<file path="src/rtl/program_loader.sv">
// Streams program bytes into instruction memory: a start/length load request,
// one write per accepted byte, a running checksum and a core stall while loading.
module program_loader #(
  parameter logic [7:0] BASE_ADDRESS = 8'd0
) (
  input  logic       clock,
  input  logic       resetN,
  input  logic       start,
  input  logic [7:0] length,
  input  logic [7:0] byteIn,
  input  logic       byteValid,
  output logic       byteReady,
  output logic       writeEnable,
  output logic [7:0] writeAddress,
  output logic [7:0] writeData,
  output logic       cpuHold,
  output logic       busy,
  output logic       done,
  output logic [7:0] checksum
);

  localparam int unsigned CNT_W = 9;

  typedef enum logic [1:0] {
    S_IDLE   = 2'd0,
    S_LOAD   = 2'd1,
    S_FINISH = 2'd2
  } state_t;

  state_t             r_state;
  state_t             w_next_state;
  logic [CNT_W-1:0]   r_target;
  logic [CNT_W-1:0]   r_count;
  logic [CNT_W-1:0]   w_count_inc;
  logic [7:0]         r_checksum;
  logic               r_write_enable;
  logic [7:0]         r_write_address;
  logic [7:0]         r_write_data;
  logic               w_accept;
  logic               w_ready;
  logic               w_busy;
  logic               w_done;
  logic               w_begin;

  assign w_count_inc = r_count + CNT_W'(1);

  // Next-state and state-decoded outputs
  always_comb begin
    w_next_state = r_state;
    w_ready      = 1'b0;
    w_busy       = 1'b0;
    w_done       = 1'b0;
    w_accept     = 1'b0;
    w_begin      = 1'b0;
    case (r_state)
      S_IDLE: begin
        if (start) begin
          w_begin      = 1'b1;
          w_next_state = S_LOAD;
        end
      end
      S_LOAD: begin
        w_ready  = 1'b1;
        w_busy   = 1'b1;
        w_accept = byteValid;
        if (byteValid && (w_count_inc == r_target)) begin
          w_next_state = S_FINISH;
        end
      end
      S_FINISH: begin
        w_busy       = 1'b1;
        w_done       = 1'b1;
        w_next_state = S_IDLE;
      end
      default: w_next_state = S_IDLE;
    endcase
  end

  always_ff @(posedge clock) begin
    if (!resetN) begin
      r_state <= S_IDLE;
    end else begin
      r_state <= w_next_state;
    end
  end

  // Load bookkeeping and the registered memory write port; reset drops any pending write
  always_ff @(posedge clock) begin
    if (!resetN) begin
      r_target        <= '0;
      r_count         <= '0;
      r_checksum      <= '0;
      r_write_enable  <= 1'b0;
      r_write_address <= '0;
      r_write_data    <= '0;
    end else begin
      r_write_enable <= w_accept;
      if (w_begin) begin
        r_target   <= (length == 8'd0) ? CNT_W'(256) : CNT_W'(length);
        r_count    <= '0;
        r_checksum <= '0;
      end
      if (w_accept) begin
        r_write_address <= BASE_ADDRESS + r_count[7:0];
        r_write_data    <= byteIn;
        r_count         <= w_count_inc;
        r_checksum      <= r_checksum + byteIn;
      end
    end
  end

  assign byteReady    = w_ready;
  assign busy         = w_busy;
  assign cpuHold      = w_busy;
  assign done         = w_done;
  assign writeEnable  = r_write_enable;
  assign writeAddress = r_write_address;
  assign writeData    = r_write_data;
  assign checksum     = r_checksum;

endmodule

</file>
<file path="config.mk">
export PLATFORM = sky130hd
export DESIGN_NAME = program_loader
export DESIGN_NICKNAME = d
export VERILOG_FILES = /design/src/rtl/program_loader.sv
export SDC_FILE = /design/constraint.sdc
export NUM_CORES = 1
export LEC_CHECK = 0
export BUFFER_PORTS_ARGS = -buffer_cell sky130_fd_sc_hd__buf_2
export CORE_MARGIN = 3
export CORE_UTILIZATION = 40
export CTS_BUF_LIST = sky130_fd_sc_hd__clkbuf_16
export CTS_CLUSTER_SIZE = 12
export DETAILED_ROUTE_END_ITERATION = 8
export HOLD_SLACK_MARGIN = 0.03
export PLACE_DENSITY = 0.63
export SLEW_MARGIN = 15
export SYNTH_ARGS = -nofsm -noshare
export SYNTH_HDL_FRONTEND = slang
export SYNTH_SLANG_ARGS = --single-unit
</file>
<file path="constraint.sdc">
create_clock -name clock -period 1.78 [get_ports clock]
set_input_delay 0.089 -clock clock [delete_from_list [all_inputs] [get_ports clock]]
set_output_delay 0.089 -clock clock [all_outputs]
set_load 0.005 [all_outputs]
</file>
## Word-level counts from Yosys, hierarchy flattened

Index checks and enable logic that the tools add are counted.

| operators by class | value |
|---|---|
| add/subtract/negate cells | 2 |
| multipliers | 0 |
| div/mod/pow operators | 0 |
| magnitude comparators | 0 |
| equal/unequal tests | 5 |
| shifts and indexed selects | 0 |
| muxes and demuxes | 14 |
| bitwise operators | 0 |
| reduce and logical (&&, ||, !) cells | 6 |

Operators by type and width:

| kind | count |
|---|---|
| 9-bit 2-to-1 mux | 3 |
| 8-bit 2-to-1 mux | 2 |
| 9-bit by 1-bit adder with 9-bit output, second input constant | 1 |
| 9-bit == test | 1 |
| 8-bit adder | 1 |
| 8-bit logical NOT | 1 |
| 1-bit 2-to-1 mux | 6 |
| 2-bit 2-to-1 mux | 2 |
| 2-bit != test, second input constant | 2 |
| 2-bit one-hot mux with 2 select lines | 1 |
| 2-bit by 1-bit == test with 1-bit output, second input constant | 1 |
| 2-bit == test, second input constant | 1 |
| 2-bit logical NOT | 1 |
| 2-bit AND reduction | 1 |
| 2-bit nonzero test | 1 |
| 2-bit OR reduction | 1 |
| 1-bit logical AND | 1 |

| word-level totals | value |
|---|---|
| bits in registers | 45 |
| bits in latches | 0 |
| memory bits (writable) | 0 |
| bits in read-only memories | 0 |
| input port bits | 20 |
| output and inout bits | 29 |
| word-level logic and storage cells | 34 |
| memories kept | 0 |

## Longest topological paths before layout

| depth | value |
|---|---|
| depth in word-level cells | 5 |
| gate-level depth with buffers | 8 |
| mapped depth without buffers | 8 |

## Worst setup path before layout

Ideal clock, no wire load.

| timing | value |
|---|---|
| path kind | reg2reg |
| start | register r_count[0] |
| end | register r_state[0] |
| library setup time | 118 ps |
| arrival time | 1787 ps |
| data required time | 1662 ps |
| slack | -125 ps |
| cell stages (with the launch flop) | 8 |
| path buffers | 0 |
| clock period less this slack | 1905 ps |
| cell sequence | dfxtp_1 -> ha_1 -> nand3_1 -> nor2_2 -> nand3_1 -> xnor2_2 -> o32a_1 -> mux2i_1 |

| between the ends | value |
|---|---|
| word-level cells in the longest chain between the ends | 5 |

RTL lines:

| element | line | RTL |
|---|---|---|
| start, declared | 33 | `logic [CNT_W-1:0] r_count;` |
| start signal, assigned | 106 | `r_count <= w_count_inc;` |
| 9-bit by 1-bit adder with 9-bit output | 45 | `assign w_count_inc = r_count + CNT_W'(1);` |
| 9-bit == test | 66 | `if (byteValid && (w_count_inc == r_target)) begin` |
| 1-bit logical AND | 66 |  |
| 2-bit != test (no line) | -- |  |
| 2-bit AND reduction (no line) | -- |  |
| end signal, assigned | 83 | `r_state <= w_next_state;` |
| end, declared | 30 | `state_t r_state;` |

No other way between the ends.
A chain may end at the register's enable or synchronous reset.

## Worst setup path in the final report

| timing | value |
|---|---|
| start | register r_checksum[1], in the netlist checksum[1] |
| end | register r_checksum[7], in the netlist checksum[7] |

| between the ends | value |
|---|---|
| word-level cells in the longest chain between the ends | 2 |

RTL lines:

| element | line | RTL |
|---|---|---|
| start, declared | 35 | `logic [7:0] r_checksum;` |
| start signal, assigned | 107 | `r_checksum <= r_checksum + byteIn;` |
| 8-bit adder | 107 |  |
| 8-bit 2-to-1 mux | 103 | `if (w_accept) begin` |

No other way between the ends.

==> out/metrics.cfg <==
[sta]
timing.final.crit_period_ns=1.779
max-slew-margin-rel=0.7723
finalSetupViolations=0
slew_viol_final=0
tightestPinTransition_ns=0.3363
final.hold.worst_slack_ns=0.06423
hold_violations=0
grt_setup_unrepaired=yes
fmaxAchievable_mhz=562.2
finalCritPeriodShare=0.9993
timing.clock.skew_ns=0.004083

[synthesis]
synth_top_flop_cell=sky130_fd_sc_hd__dfxtp_1
synth-async-reset-ratio=0
post_synth.cell_area_avg_um2=8.538
synth_edf_count=0
synth.net_count=311
synth-seq-cells=45
synth_warnings=0
syn_area_um2=2374
synth_seq_area_share=0.3795
postSynthCellCount=278
synthDistinctLibCells=51

[detailed_routing]
vias=2122
post_drt_via_cell_ratio=4.958
post_detailed_routing_wire_length_um=5624
drt-pass1-iter-count=4
drt-wirelength-per-cell_um=13.14
drt_first_iter_violations=57
drt.antenna.violating_nets=0
drc_violation_count_after_routing=0

[power]
post-layout-total-power_mw=3.110
powerDensity_nw_per_um2=999.7
power.static_leakage_nw=1.396
vdd.ir_drop.worst_mv=0.4996

[finish]
seqCellArea_um2=905.9
multiInputGateArea_um2=1403
finalNetCount=389
most_common_cell_after_layout_fill_and_taps_aside=sky130_fd_sc_hd__nand2_1
antennaDiodeCount=0
nFillCells=522
drive_gt1_frac=0.3371
stdcell_count=428
finalCoreUtilization=0.5547
area_growth_syn_to_layout_pct=31.05
commonest_non_fill_non_tap_cells_in_the_layout=sky130_fd_sc_hd__nand2_1 (75), sky130_fd_sc_hd__buf_2 (48), sky130_fd_sc_hd__dfxtp_1 (41)

[die]
ioPinCount=49
start_util=0.4232
die_h_um=83.03
core_area_um2=5608
die_w_um=83.03
die-area_um2=6894
floorplan.rows=27

[global_routing]
grt_overflow_total=0
grt_start_max_net_pins=23
antenna_found_initial=0
grt.total_usage=0.1628
grt_first_pass_wirelength_um=9439
vias_in_the_first_global_route=2038

[place]
gp_congestion=0.8466
place.detailed.instances=418
dpl.hpwl_um=4222
io_buffer_count=48

[cts]
cts_tree=built
worstSkewPairLatency_ns=0.28
clock_sink_count=45
root_buffer=sky130_fd_sc_hd__clkbuf_16
cts_inserted_buffers=5
cts-root-to-sink-buffers=2
worst_setup_hold_path_clk_slew_ns=0.06
deepest_level_of_the_cts_h_tree=2

[worst_setup_path]
worst_path_largest_cell_delay_ns=0.46
path_class=reg -> reg
worstPathCellList=ha_4 > a21o_1 > a211oi_2 > o21a_1 > nor3_2 > or4b_1 > o211ai_1
crit_path_top_delay_cell=sky130_fd_sc_hd__or4b_1
start_kind=register
timing.critical_path.arrival_ns=1.98
largest_fanout_on_the_critical_path=2
timing.critical_path.required_ns=1.99
endpoint_kind=register

[flow_run]
cap_violations=0

[run_status]
outcome=finished clean

[worst_hold_path]
hold_path_class=in -> reg

power by group:
part	internal [mW]	leakage [nW]	switching (mW)	total (mW)
registers	1.10	0.367	0.0622	1.16
clock network	0.651	0.0797	0.366	1.02
logic	0.425	0.950	0.504	0.928
total	2.18	1.40	0.932	3.11
flip-flops by register name (all words and copies together), names as in the netlist:
register and count:
checksum 8, r_count 9, r_state 2, r_target 9, writeAddress 8, writeData 8, writeEnable 1
stage by stage:
stage               setup TNS, ns  setup slack (ns)  area (um^2)
global placement                0           0.02299         2870
finish                          0          0.001213         3110
CTS                      -0.03740          -0.03740         3048
detailed placement       -0.01859          -0.01859         2870
floorplan               -0.005464         -0.005464         2400
global route              -0.3261           -0.1222         3110
kinds of logic after synthesis:
kind of cell               count (synthesis)  synth area share
and+or+nand+nor                          118            0.2277
AOI/OAI and AO/OA                         65            0.1919
DFF                                       45            0.3795
buffers and inverters                     20           0.05957
xor gates and xnor gates                  16           0.06537
adders and majority gates                 13           0.07169
muxes                                      1          0.004217
area by class of cell:
class / instances / share of cell area
timing repair buffer: 86 / 0.1702
inverter: 5 / 0.007241
clock buffer: 5 / 0.04023
multi-input combinational: 213 / 0.4509
tap: 72 / 0.02896
clock inverter: 2 / 0.01126
sequential: 45 / 0.2912
final timing paths:
path | startpoint | to | slack, ns | depth (start not counted)
worst min-delay path | length[1] | r_target[1] | 0.06 | 3
worst max-delay path | checksum[1] | checksum[7] | 0.001 | 7
worst max register to register | checksum[1] | checksum[7] | 0.001 | 7
worst min register to register | writeAddress[2] | writeAddress[2] | 0.46 | 2
synth_stat cells, drive strengths merged (2+ instances only):
cell / n / area, um^2
and2b: 2 / 16.27
nor2b: 6 / 37.54
a21boi: 27 / 206.5
nor3: 7 / 35.03
xnor2: 6 / 60.06
dfxtp: 45 / 900.9
nand2: 76 / 287.8
o21a: 2 / 15.01
and2: 3 / 18.77
a21o: 2 / 15.01
clkbuf: 8 / 30.03
nor2: 6 / 25.03
nand3: 7 / 35.03
or2: 2 / 12.52
a22o: 3 / 26.28
a21oi: 9 / 45.04
nor4: 3 / 18.77
xor2: 10 / 95.10
inv: 5 / 18.77
buf: 6 / 60.05
ha: 12 / 150.1
o21ai: 14 / 70.06
critical path, delay by kind of cell, from the launching register on:
family,cells,cell delay (ns)
AND/OR/NAND/NOR,2,0.52
adder cells (fa/ha/maj),1,0.19
AO/OA/AOI/OAI,4,0.66
flip-flops,1,0.35
metal layers:
| layer | GRT usage | wire, um | vias to the layer above |
|---|---|---|---|
| met5 | 0 | 0 | - |
| met4 | 0.03566 | 36 | 0 |
| met1 | 0.2104 | 2624 | 988 |
| met3 | 0.03472 | 242 | 4 |
| met2 | 0.2784 | 2721 | 38 |
| li1 | - | - | 1092 |
what timing repair did:
action	CTS	global route
resized for setup	2	14
buffers inserted	1	2
endpoints found under the setup margin	3	5
hold buffers	0	0
pin swaps	2	5
endpoints found under the hold margin	0	0
Power figures use the tool's default switching activity.
